==> config.mk <==
export PLATFORM = sky130hd
export DESIGN_NAME = alert_sequencer
export DESIGN_NICKNAME = d
export VERILOG_FILES = /design/src/rtl/alert_pkg.sv /design/src/rtl/alert_sequencer_ms_tick_gen.sv /design/src/rtl/alert_sequencer.sv
export SDC_FILE = /design/constraint.sdc
export NUM_CORES = 1
export LEC_CHECK = 0
export CORE_UTILIZATION = 42
export CTS_CLUSTER_SIZE = 30
export DETAILED_ROUTE_END_ITERATION = 8
export SETUP_SLACK_MARGIN = 0.3
export SKIP_CTS_REPAIR_TIMING = 1
export SYNTH_ARGS = -nofsm -noshare
export SYNTH_HDL_FRONTEND = slang
export SYNTH_HIERARCHICAL = 1
export SYNTH_SLANG_ARGS = --single-unit
==> constraint.sdc <==
create_clock -name clk -period 2.7 [get_ports clk]
set_input_delay 0.675 -clock clk [delete_from_list [all_inputs] [get_ports clk]]
set_output_delay 0.675 -clock clk [all_outputs]
set_load 0.03 [all_outputs]
==> src/rtl/alert_pkg.sv <==
// Shared types and the per-alert beep pattern table for the buzzer alert sequencer.
package alert_pkg;

    typedef enum logic [1:0] {
        CODE_OK     = 2'd0,
        CODE_ERROR  = 2'd1,
        CODE_COIN   = 2'd2,
        CODE_CANCEL = 2'd3
    } alert_code_t;

    typedef enum logic [1:0] {
        ST_IDLE = 2'd0,
        ST_ON   = 2'd1,
        ST_OFF  = 2'd2
    } state_t;

    localparam int MS_W = 9;

    // Indexed by alert code: beep count, tone-on time and inter-beep gap in ms.
    localparam logic [1:0]      BEEPS  [4] = '{2'd1, 2'd3, 2'd1, 2'd2};
    localparam logic [MS_W-1:0] ON_MS  [4] = '{9'd200, 9'd100, 9'd50, 9'd300};
    localparam logic [MS_W-1:0] OFF_MS [4] = '{9'd0, 9'd100, 9'd0, 9'd150};

endpackage

==> src/rtl/alert_sequencer_ms_tick_gen.sv <==
// Millisecond tick generator: one-cycle pulse every TICK_DIV cycles, restartable by clr.
module ms_tick_gen #(
    parameter int TICK_DIV = 100000
) (
    input  logic clk,
    input  logic rst_n,
    input  logic clr,
    output logic tick
);

    localparam int TW = (TICK_DIV > 1) ? $clog2(TICK_DIV) : 1;
    localparam logic [TW-1:0] LAST = TW'(TICK_DIV - 1);

    logic [TW-1:0] cnt_reg;

    always_ff @(posedge clk) begin
        if (!rst_n || clr) begin
            cnt_reg <= '0;
        end else if (cnt_reg == LAST) begin
            cnt_reg <= '0;
        end else begin
            cnt_reg <= cnt_reg + 1'b1;
        end
    end

    assign tick = (cnt_reg == LAST);

endmodule

==> src/rtl/alert_sequencer.sv <==
// Plays a fixed on/off beep pattern per alert code on beep_en; pulses done on normal completion.
module alert_sequencer
    import alert_pkg::*;
#(
    parameter int TICK_DIV = 100000
) (
    input  logic       clk,
    input  logic       rst_n,
    input  logic       start,
    input  logic [1:0] code,
    input  logic       abort,
    output logic       beep_en,
    output logic       busy,
    output logic       done
);

    state_t            state_reg, state_next;
    alert_code_t       code_reg, code_next;
    logic [MS_W-1:0]   ms_reg, ms_next;
    logic [1:0]        beeps_left_reg, beeps_left_next;
    logic              beep_reg, beep_next;
    logic              busy_reg, busy_next;
    logic              done_reg, done_next;
    logic              clr;
    logic              tick;

    ms_tick_gen #(
        .TICK_DIV(TICK_DIV)
    ) u_tick (
        .clk  (clk),
        .rst_n(rst_n),
        .clr  (clr),
        .tick (tick)
    );

    always_ff @(posedge clk) begin
        if (!rst_n) begin
            state_reg      <= ST_IDLE;
            code_reg       <= CODE_OK;
            ms_reg         <= '0;
            beeps_left_reg <= '0;
            beep_reg       <= 1'b0;
            busy_reg       <= 1'b0;
            done_reg       <= 1'b0;
        end else begin
            state_reg      <= state_next;
            code_reg       <= code_next;
            ms_reg         <= ms_next;
            beeps_left_reg <= beeps_left_next;
            beep_reg       <= beep_next;
            busy_reg       <= busy_next;
            done_reg       <= done_next;
        end
    end

    // Every interval change restarts both counters so each interval is exactly N ms long.
    always_comb begin
        state_next      = state_reg;
        code_next       = code_reg;
        ms_next         = ms_reg;
        beeps_left_next = beeps_left_reg;
        beep_next       = beep_reg;
        busy_next       = busy_reg;
        done_next       = 1'b0;
        clr             = 1'b0;

        unique case (state_reg)
            ST_IDLE: begin
                if (start && !abort) begin
                    state_next      = ST_ON;
                    code_next       = alert_code_t'(code);
                    ms_next         = '0;
                    clr             = 1'b1;
                    beeps_left_next = BEEPS[code] - 2'd1;
                    beep_next       = 1'b1;
                    busy_next       = 1'b1;
                end
            end
            ST_ON: begin
                if (abort) begin
                    state_next = ST_IDLE;
                    ms_next    = '0;
                    clr        = 1'b1;
                    beep_next  = 1'b0;
                    busy_next  = 1'b0;
                end else if (tick) begin
                    if (ms_reg == ON_MS[code_reg] - 9'd1) begin
                        ms_next   = '0;
                        clr       = 1'b1;
                        beep_next = 1'b0;
                        if (beeps_left_reg != 2'd0) begin
                            state_next = ST_OFF;
                        end else begin
                            state_next = ST_IDLE;
                            busy_next  = 1'b0;
                            done_next  = 1'b1;
                        end
                    end else begin
                        ms_next = ms_reg + 9'd1;
                    end
                end
            end
            ST_OFF: begin
                if (abort) begin
                    state_next = ST_IDLE;
                    ms_next    = '0;
                    clr        = 1'b1;
                    beep_next  = 1'b0;
                    busy_next  = 1'b0;
                end else if (tick) begin
                    if (ms_reg == OFF_MS[code_reg] - 9'd1) begin
                        state_next      = ST_ON;
                        beeps_left_next = beeps_left_reg - 2'd1;
                        ms_next         = '0;
                        clr             = 1'b1;
                        beep_next       = 1'b1;
                    end else begin
                        ms_next = ms_reg + 9'd1;
                    end
                end
            end
            default: begin
                state_next = ST_IDLE;
                beep_next  = 1'b0;
                busy_next  = 1'b0;
            end
        endcase
    end

    assign beep_en = beep_reg;
    assign busy    = busy_reg;
    assign done    = done_reg;

endmodule
# Word level (Yosys, flattened, before mapping)
# Cells that the tools add are included.
# classes
add_sub_neg	6
multipliers	0
n_div	0
n_lt_le_gt_ge	2
n_eq_ne	15
shift	0
muxes	54
bitwise	6
reduce_logical	15
# ops
operator	n
$mux 9	11
$bmux 9 s2	2
$mux 2	14
$pmux 9 s3	1
$mux 1	20
$eq 9x9->1	2
$sub 9x1->9 const B	2
$add 17x1->17 const B	1
$eq 17x17->1 const B	1
$ne 3x3->1 const B	5
$reduce_and 5->1	3
$ne 2x2->1 const B	5
$add 9x1->9 const B	1
$pmux 1 s3	3
$ge 3x3->1 const B	2
$not 2->3	2
$pmux 2 s3	1
$reduce_or 5->1	1
$bmux 2 s2	1
$not 1->1	4
$pmux 2 s2	1
$reduce_and 4->1	1
$reduce_bool 2->1	2
$sub 2x1->2 const B	2
9 further kinds	10
# word_totals
reg_bits	35
latch_bits	0
mem_bits_rw	0
mem_bits_ro	0
in_bits	6
output_inout_bits	3
wordCells	106
memories	0

# Depth between registers and ports, before layout
# Gate-level depths: netlist of the first run.
# logic_depth
word_depth	12
depth_mapped	12
ltp_nobuf	9

# Cells and area by module
# The synthesis of the first run kept the hierarchy.
# by_module_without_submodules
module	n_inst	cells_each	area_per_inst_um2	seq_area_each_um2
alert_sequencer	1	158	1316.3	360.3
ms_tick_gen	1	90	804.5	340.3

# Least setup slack after synthesis of the first run
# No wires, ideal clock.
# synth_timing
path_kind	reg-to-reg
start	register u_tick.cnt_reg[5]
end	register ms_reg[8]
setup_time_ps	86
arrival_ps	2245
required_time_ps	2614
path_slack_ps	370
stages_incl_launch_ff	11
path_buffers	1
period_less_slack_ps	2330
cell_sequence	dfxtp_1 > or4b_1 > nor4_2 > and4_2 > nor2_1 > a221oi_2 > buf_4 > nand4_4 > nor2_1 > xnor2_1 > a211oi_1
# synth_between
elab_chain_cells	3
elab_cells_between_ends	4
cone_classes	eq/ne (3); reduce/logical (1)
# synth_rtl
element	line_no	text
start, declared	alert_sequencer_ms_tick_gen.sv:14	logic [TW-1:0] cnt_reg;
start signal, assigned	alert_sequencer_ms_tick_gen.sv:22	cnt_reg <= cnt_reg + 1'b1;
$eq 17x17->1 (*)	alert_sequencer_ms_tick_gen.sv:26	assign tick = (cnt_reg == LAST);
net tick	alert_sequencer.sv:25	logic tick;
$ne 3x3->1 (no line)	--	
$reduce_and 4->1 (no line) (*)	--	
end signal, assigned	alert_sequencer.sv:48	ms_reg <= ms_next;
end, declared	alert_sequencer.sv:19	logic [MS_W-1:0] ms_reg, ms_next;
# Mark *: on every way through the listed nets, which the timed path passes. The rest lies on a longest branch.
# A chain may end at the register's enable or synchronous reset.

# Worst setup path in the final report of the first run
# layout_timing
start	register u_tick.cnt_reg[13]
end	register ms_reg[8]
# Same word-level chain as after synthesis.

==> impl_metrics.json, run 1 <==
{
  "hold_violations": 0,
  "tightestPinTransition_ns": 0.4716,
  "place_ws_ns": 0.1255,
  "min_path_type": "flip-flop to flip-flop",
  "grt_max_degree": 18,
  "clock-sinks": 35,
  "antenna_found_initial": 0,
  "crit_arrival_ns": 2.70,
  "end_kind": "flip-flop",
  "p_per_area_nw_per_um2": 546.2,
  "setup_ws_ns": 0.1570,
  "portBuffers": 8,
  "seq_area_frac_synth_pct": 33.04,
  "power_leakage_uw": 0.0008847,
  "status": "completed",
  "min_period_ns": 2.543,
  "cts_made_buffers": 5,
  "cts-root-buf": "clkbuf_8",
  "grt_usage_pct": 18.15,
  "yosysWarnings": 6,
  "largest_reg_flops": 17,
  "design_area_um2": 2484,
  "grt-ovfl-total": 0,
  "post-route-period-util_pct": 94.19,
  "dpl_cell_area_um2": 2257,
  "cp_max_fo": 5,
  "setup_viol": 0,
  "via_per_inst": 5.488,
  "cap_violations": 0,
  "grt_pass1_vias": 1687,
  "dr.pass1.iters": 4,
  "finalNonFillerCells": 332,
  "syn_to_final_growth_pct": 17.11,
  "layout_common_cells": "dfxtp_1 (32), nor2_1 (29), nand2_1 (18), buf_4 (13)",
  "fmax_ghz": 0.3932,
  "grt_pass1_wl_mm": 7.507,
  "synth-async-reset-ratio_pct": 0,
  "ant_nets": 0,
  "synth-edff-count": 0,
  "drive_above_1_share_pct": 16.98,
  "clock_skew_ns": 0.01038,
  "syn-cell-area_um2": 2121,
  "start_kind": "flip-flop",
  "row_count": 25,
  "ioPinCount": 9,
  "drcViolationCount": 0,
  "clkLatencyLatePin_ns": 0.29,
  "core_area_um2": 4786,
  "syn_avg_cell_area_um2": 8.552,
  "die_w_um": 73.06,
  "die_area_um2": 5338,
  "slew_violations": 0,
  "layout.nets": 278,
  "diodes": 0,
  "worst_ir_drop_vdd_mv": 0.3557,
  "fp.dieH_um": 73.06,
  "final_common_cell": "dfxtp_1",
  "cts_tree": "done",
  "hpwl_mm": 3.058,
  "synth_cell_types": 57,
  "reg2reg_from": "u_tick/cnt_reg[13]$_SDFF_PP0_",
  "dp.cells": 318,
  "vias": 1822,
  "rsz0062_at_grt": "yes",
  "required_ns": 2.86,
  "htree_levels": 2,
  "hp-start": "beep_en$_SDFFE_PN0P_",
  "synth_cells": 248,
  "start_util_pct": 44.31,
  "fin_setup_tns_ns": 0,
  "slew_headroom_pct": 68.35,
  "gp_congestion": 0.8587,
  "synth_seq_cells": 35,
  "wl_per_cell_um": 13.33,
  "totalWireLength_mm": 4.425,
  "syn_nets": 261,
  "cts.clk_slew.worst_paths_ns": 0.07,
  "clock_path_buffers": 2,
  "ys.flop_type": "dfxtp_1",
  "holdWs_ns": 0.4613,
  "critPathKind": "flip-flop to flip-flop",
  "drtIter0Drc": 67,
  "crit_start": "u_tick/cnt_reg[13]$_SDFF_PP0_"
}
==> cell families (layout without fill, tap and decap cells) <==
logic type / Yosys count / count (layout) / share of synthesized area, %
and+or+nand+nor: 119 / 119 / 30.92
AOI/OAI and AO/OA: 40 / 40 / 14.34
DFF: 35 / 35 / 33.04
xor gates and xnor gates: 20 / 20 / 8.260
buffers and inverters: 20 / 37 / 5.959
adders and majority gates: 7 / 7 / 4.130
muxes: 7 / 7 / 3.363
==> area by class of cell <==
type                    count  area (um2)
fillers                   448        2302
multi-input cells         193        1368
flip-flops and latches     35       709.4
repair buffers             23       209.0
well taps                  67       83.83
clock buffers               6       82.58
inverters                   7       26.28
clock inverters             1       5.005
==> where the power goes <==
group	internal [uW]	switching [uW]
logic	186	210
registers	546	31.7
clock network	200	182
total	933	424
==> cells in the mapped netlist, types with 7 or more instances <==
cell     instances  area, um2
o21ai_0          7      35.03
nand3_1         12      60.06
xor2_1           8      70.07
a21oi_1          7      35.03
inv_1            7      26.28
nand4_1          7      43.79
nand2_1         18      67.56
nor2_1          32      120.1
ha_1             7      87.58
xnor2_1         12      105.1
dfxtp_1         35      700.7
==> path summary, 6_finish.rpt <==
check / slack (ns) / cells after the start / to
max reg2reg: 0.16 / 10 / ms_reg[8]$_SDFFE_PN0P_
max: 0.16 / 10 / ms_reg[8]$_SDFFE_PN0P_
min: 0.46 / 2 / beep_en$_SDFFE_PN0P_
min reg2reg: 0.46 / 2 / beep_en$_SDFFE_PN0P_
==> metal layers <==
metal | up-vias | share of wire (%) | GRT usage, %
met5 | - | 0 | 0
met4 | 0 | 1.8 | 7.407
met3 | 9 | 2.6 | 4.282
met2 | 26 | 51 | 31.48
met1 | 858 | 45 | 21.40
li1 | 929 | - | -
==> per-stage QoR <==
step	total power (uW)	utilization, %
after floorplan	853.8	-
after global placement	931.2	47.16
after detailed placement	932.5	47.16
after CTS	1321	48.99
after global routing	1438	51.90
final	1357	51.90
==> critical path, stage by stage (launching register included) <==
cell	delay, ns
dfxtp_4	0.36
or4b_4	0.54
nor4_4	0.24
and4_4	0.29
nor2_4	0.05
a221oi_4	0.27
buf_4	0.20
nand4_4	0.14
nor2_2	0.14
xnor2_1	0.13
a211oi_1	0.06
Note: power is estimated with default switching activity, not from simulation.
==> inputs of run 2 (changes only) <==
--- a/config.mk
+++ b/config.mk
@@ -10,2 +10,3 @@
 export DETAILED_ROUTE_END_ITERATION = 8
+export HOLD_SLACK_MARGIN = 0.06
 export SETUP_SLACK_MARGIN = 0.3
==> constraint.sdc (replaced) <==
create_clock -name clk -period 2.7 [get_ports clk]
set_input_delay 0.54 -clock clk [delete_from_list [all_inputs] [get_ports clk]]
set_output_delay 0.54 -clock clk [all_outputs]
set_load 0.03 [all_outputs]
==> run 2 against run 1 <==
Hold slack gained 0.0038 ns. First-iteration DRC count down 6.0%. Setup slack better by 0.015 ns. Global-route usage barely moved. Fmax grew 0.58%. Routed wire length increased by 0.61%. Combinational power down 1%. Register-to-register slack about the same. Core utilization shrank 0.50 points. Clock power increased by 11%. Sequential power barely moved. Critical path type unchanged.
==> impl_metrics.json, run 2 (synthesized netlist as in run 1, its figures left out) <==
{
  "cts.clk_slew.worst_paths_ns": 0.07,
  "setup_viol": 0,
  "antenna_found_initial": 0,
  "min_period_ns": 2.528,
  "slew_violations": 0,
  "htree_levels": 2,
  "cap_violations": 0,
  "vias": 1788,
  "seq_power_share_pct": 41.6,
  "cts-root-buf": "clkbuf_8",
  "syn_to_final_growth_pct": 15.99,
  "internal-power_uw": 961.2,
  "slew_headroom_pct": 69.70,
  "die_w_um": 73.06,
  "wl_per_cell_um": 13.45,
  "swShare_pct": 30.96,
  "status": "completed",
  "clock-sinks": 35,
  "drive_above_1_share_pct": 15.15,
  "clock_path_buffers": 2,
  "gp_congestion": 0.8074,
  "diodes": 0,
  "die_area_um2": 5338,
  "totalWireLength_mm": 4.452,
  "cts_made_buffers": 5,
  "min_path_type": "flip-flop to flip-flop",
  "power.switching_uw": 431.1,
  "hpwl_mm": 3.177,
  "start_kind": "flip-flop",
  "ff2ff_setup_slack_ns": 0.17,
  "grt_max_degree": 18,
  "crit_arrival_ns": 2.73,
  "cp_max_fo": 3,
  "dpl_cell_area_um2": 2250,
  "required_ns": 2.90,
  "grt_pass1_vias": 1675,
  "layout_common_cells": "dfxtp_1 (33), nor2_1 (29), nand2_1 (18), xnor2_1 (12)",
  "cts_tree": "done",
  "grt_usage_pct": 18.14,
  "ioPinCount": 9,
  "grt-ovfl-total": 0,
  "comb_power_share_pct": 28.1,
  "end_kind": "flip-flop",
  "ant_nets": 0,
  "clock_skew_ns": 0.006792,
  "post-route-period-util_pct": 93.64,
  "portBuffers": 8,
  "via_per_inst": 5.402,
  "drcViolationCount": 0,
  "fmax_ghz": 0.3955,
  "tightestPinTransition_ns": 0.4515,
  "holdWs_ns": 0.4650,
  "power_leakage_uw": 0.0008806,
  "rsz0062_at_grt": "yes",
  "worst_ir_drop_vdd_mv": 0.2370,
  "fin_setup_tns_ns": 0,
  "p_clk_share_pct": 30.4,
  "final_common_cell": "dfxtp_1",
  "largest_reg_flops": 17,
  "drtIter0Drc": 63,
  "hold_violations": 0,
  "critPathKind": "flip-flop to flip-flop",
  "row_count": 25,
  "design_area_um2": 2460,
  "dr.pass1.iters": 4,
  "layout.nets": 276,
  "core_area_um2": 4786,
  "grt_pass1_wl_mm": 7.438,
  "start_util_pct": 44.31,
  "clkLatencyLatePin_ns": 0.28,
  "p_per_area_nw_per_um2": 566.0,
  "fp.dieH_um": 73.06
}
==> run 2: final cells by class <==
| type | count | area [um2] |
|---|---|---|
| Fill cell | 473 | 2326 |
| Multi-Input combinational cell | 193 | 1350 |
| Sequential cell | 35 | 705.7 |
| Timing Repair Buffer | 21 | 193.9 |
| Clock buffer | 8 | 100.1 |
| Tap cell | 67 | 83.83 |
| Inverter | 7 | 26.28 |
==> run 2: worst max-delay path: stages, from the launching register on <==
cell and delay [ns]:
dfxtp_4 0.35, or4b_4 0.54, nor4_4 0.24, and4_4 0.29, nor2_4 0.05, a221oi_4 0.27
and4_4 0.28, nand3_1 0.10, xor2_1 0.17, a211oi_1 0.16
==> run 2: per-layer routing <==
layer	wire [um]	global-route usage [%]	vias to the layer above
met2	2232	32.30	15
met3	85	3.315	6
met1	2077	21.27	839
met4	56	7.407	0
li1	-	-	928
met5	0	0	-
==> run 2: power groups by stage <==
stage	sequential (uW)	combinational, uW	clock [uW]
floorplan	606	248	0
global placement	590	343	0
detailed placement	592	344	0
CTS	580	345	434
global route	583	431	452
finish	579	391	423
==> run 2: path summary, 6_finish.rpt <==
| kind | end | startpoint | cells after the start |
|---|---|---|---|
| setup reg to reg | ms_reg[7]$_SDFFE_PN0P_ | u_tick/cnt_reg[13]$_SDFF_PP0_ | 9 |
| setup / recovery | ms_reg[7]$_SDFFE_PN0P_ | u_tick/cnt_reg[13]$_SDFF_PP0_ | 9 |
| hold / removal | beep_en$_SDFFE_PN0P_ | beep_en$_SDFFE_PN0P_ | 2 |
| hold reg to reg | beep_en$_SDFFE_PN0P_ | beep_en$_SDFFE_PN0P_ | 2 |
==> run 2: stage by stage <==
stage                     power [uW]  utilization, %  worst slack [ns]  cells
after floorplan                853.8               -            0.3695    248
after global placement         932.7           47.01            0.2049    317
final                           1392           51.40            0.1716    331
after CTS                       1359           49.10            0.1461    325
after global routing            1466           51.40           0.01755    331
after detailed placement       935.6           47.01            0.1576    317
==> inputs of run 3 (changes only) <==
- GPL_ROUTABILITY_DRIVEN: not set -> 0
==> results of run 3 <==
The final DEF is identical to that of run 2; final timing and power are the same.
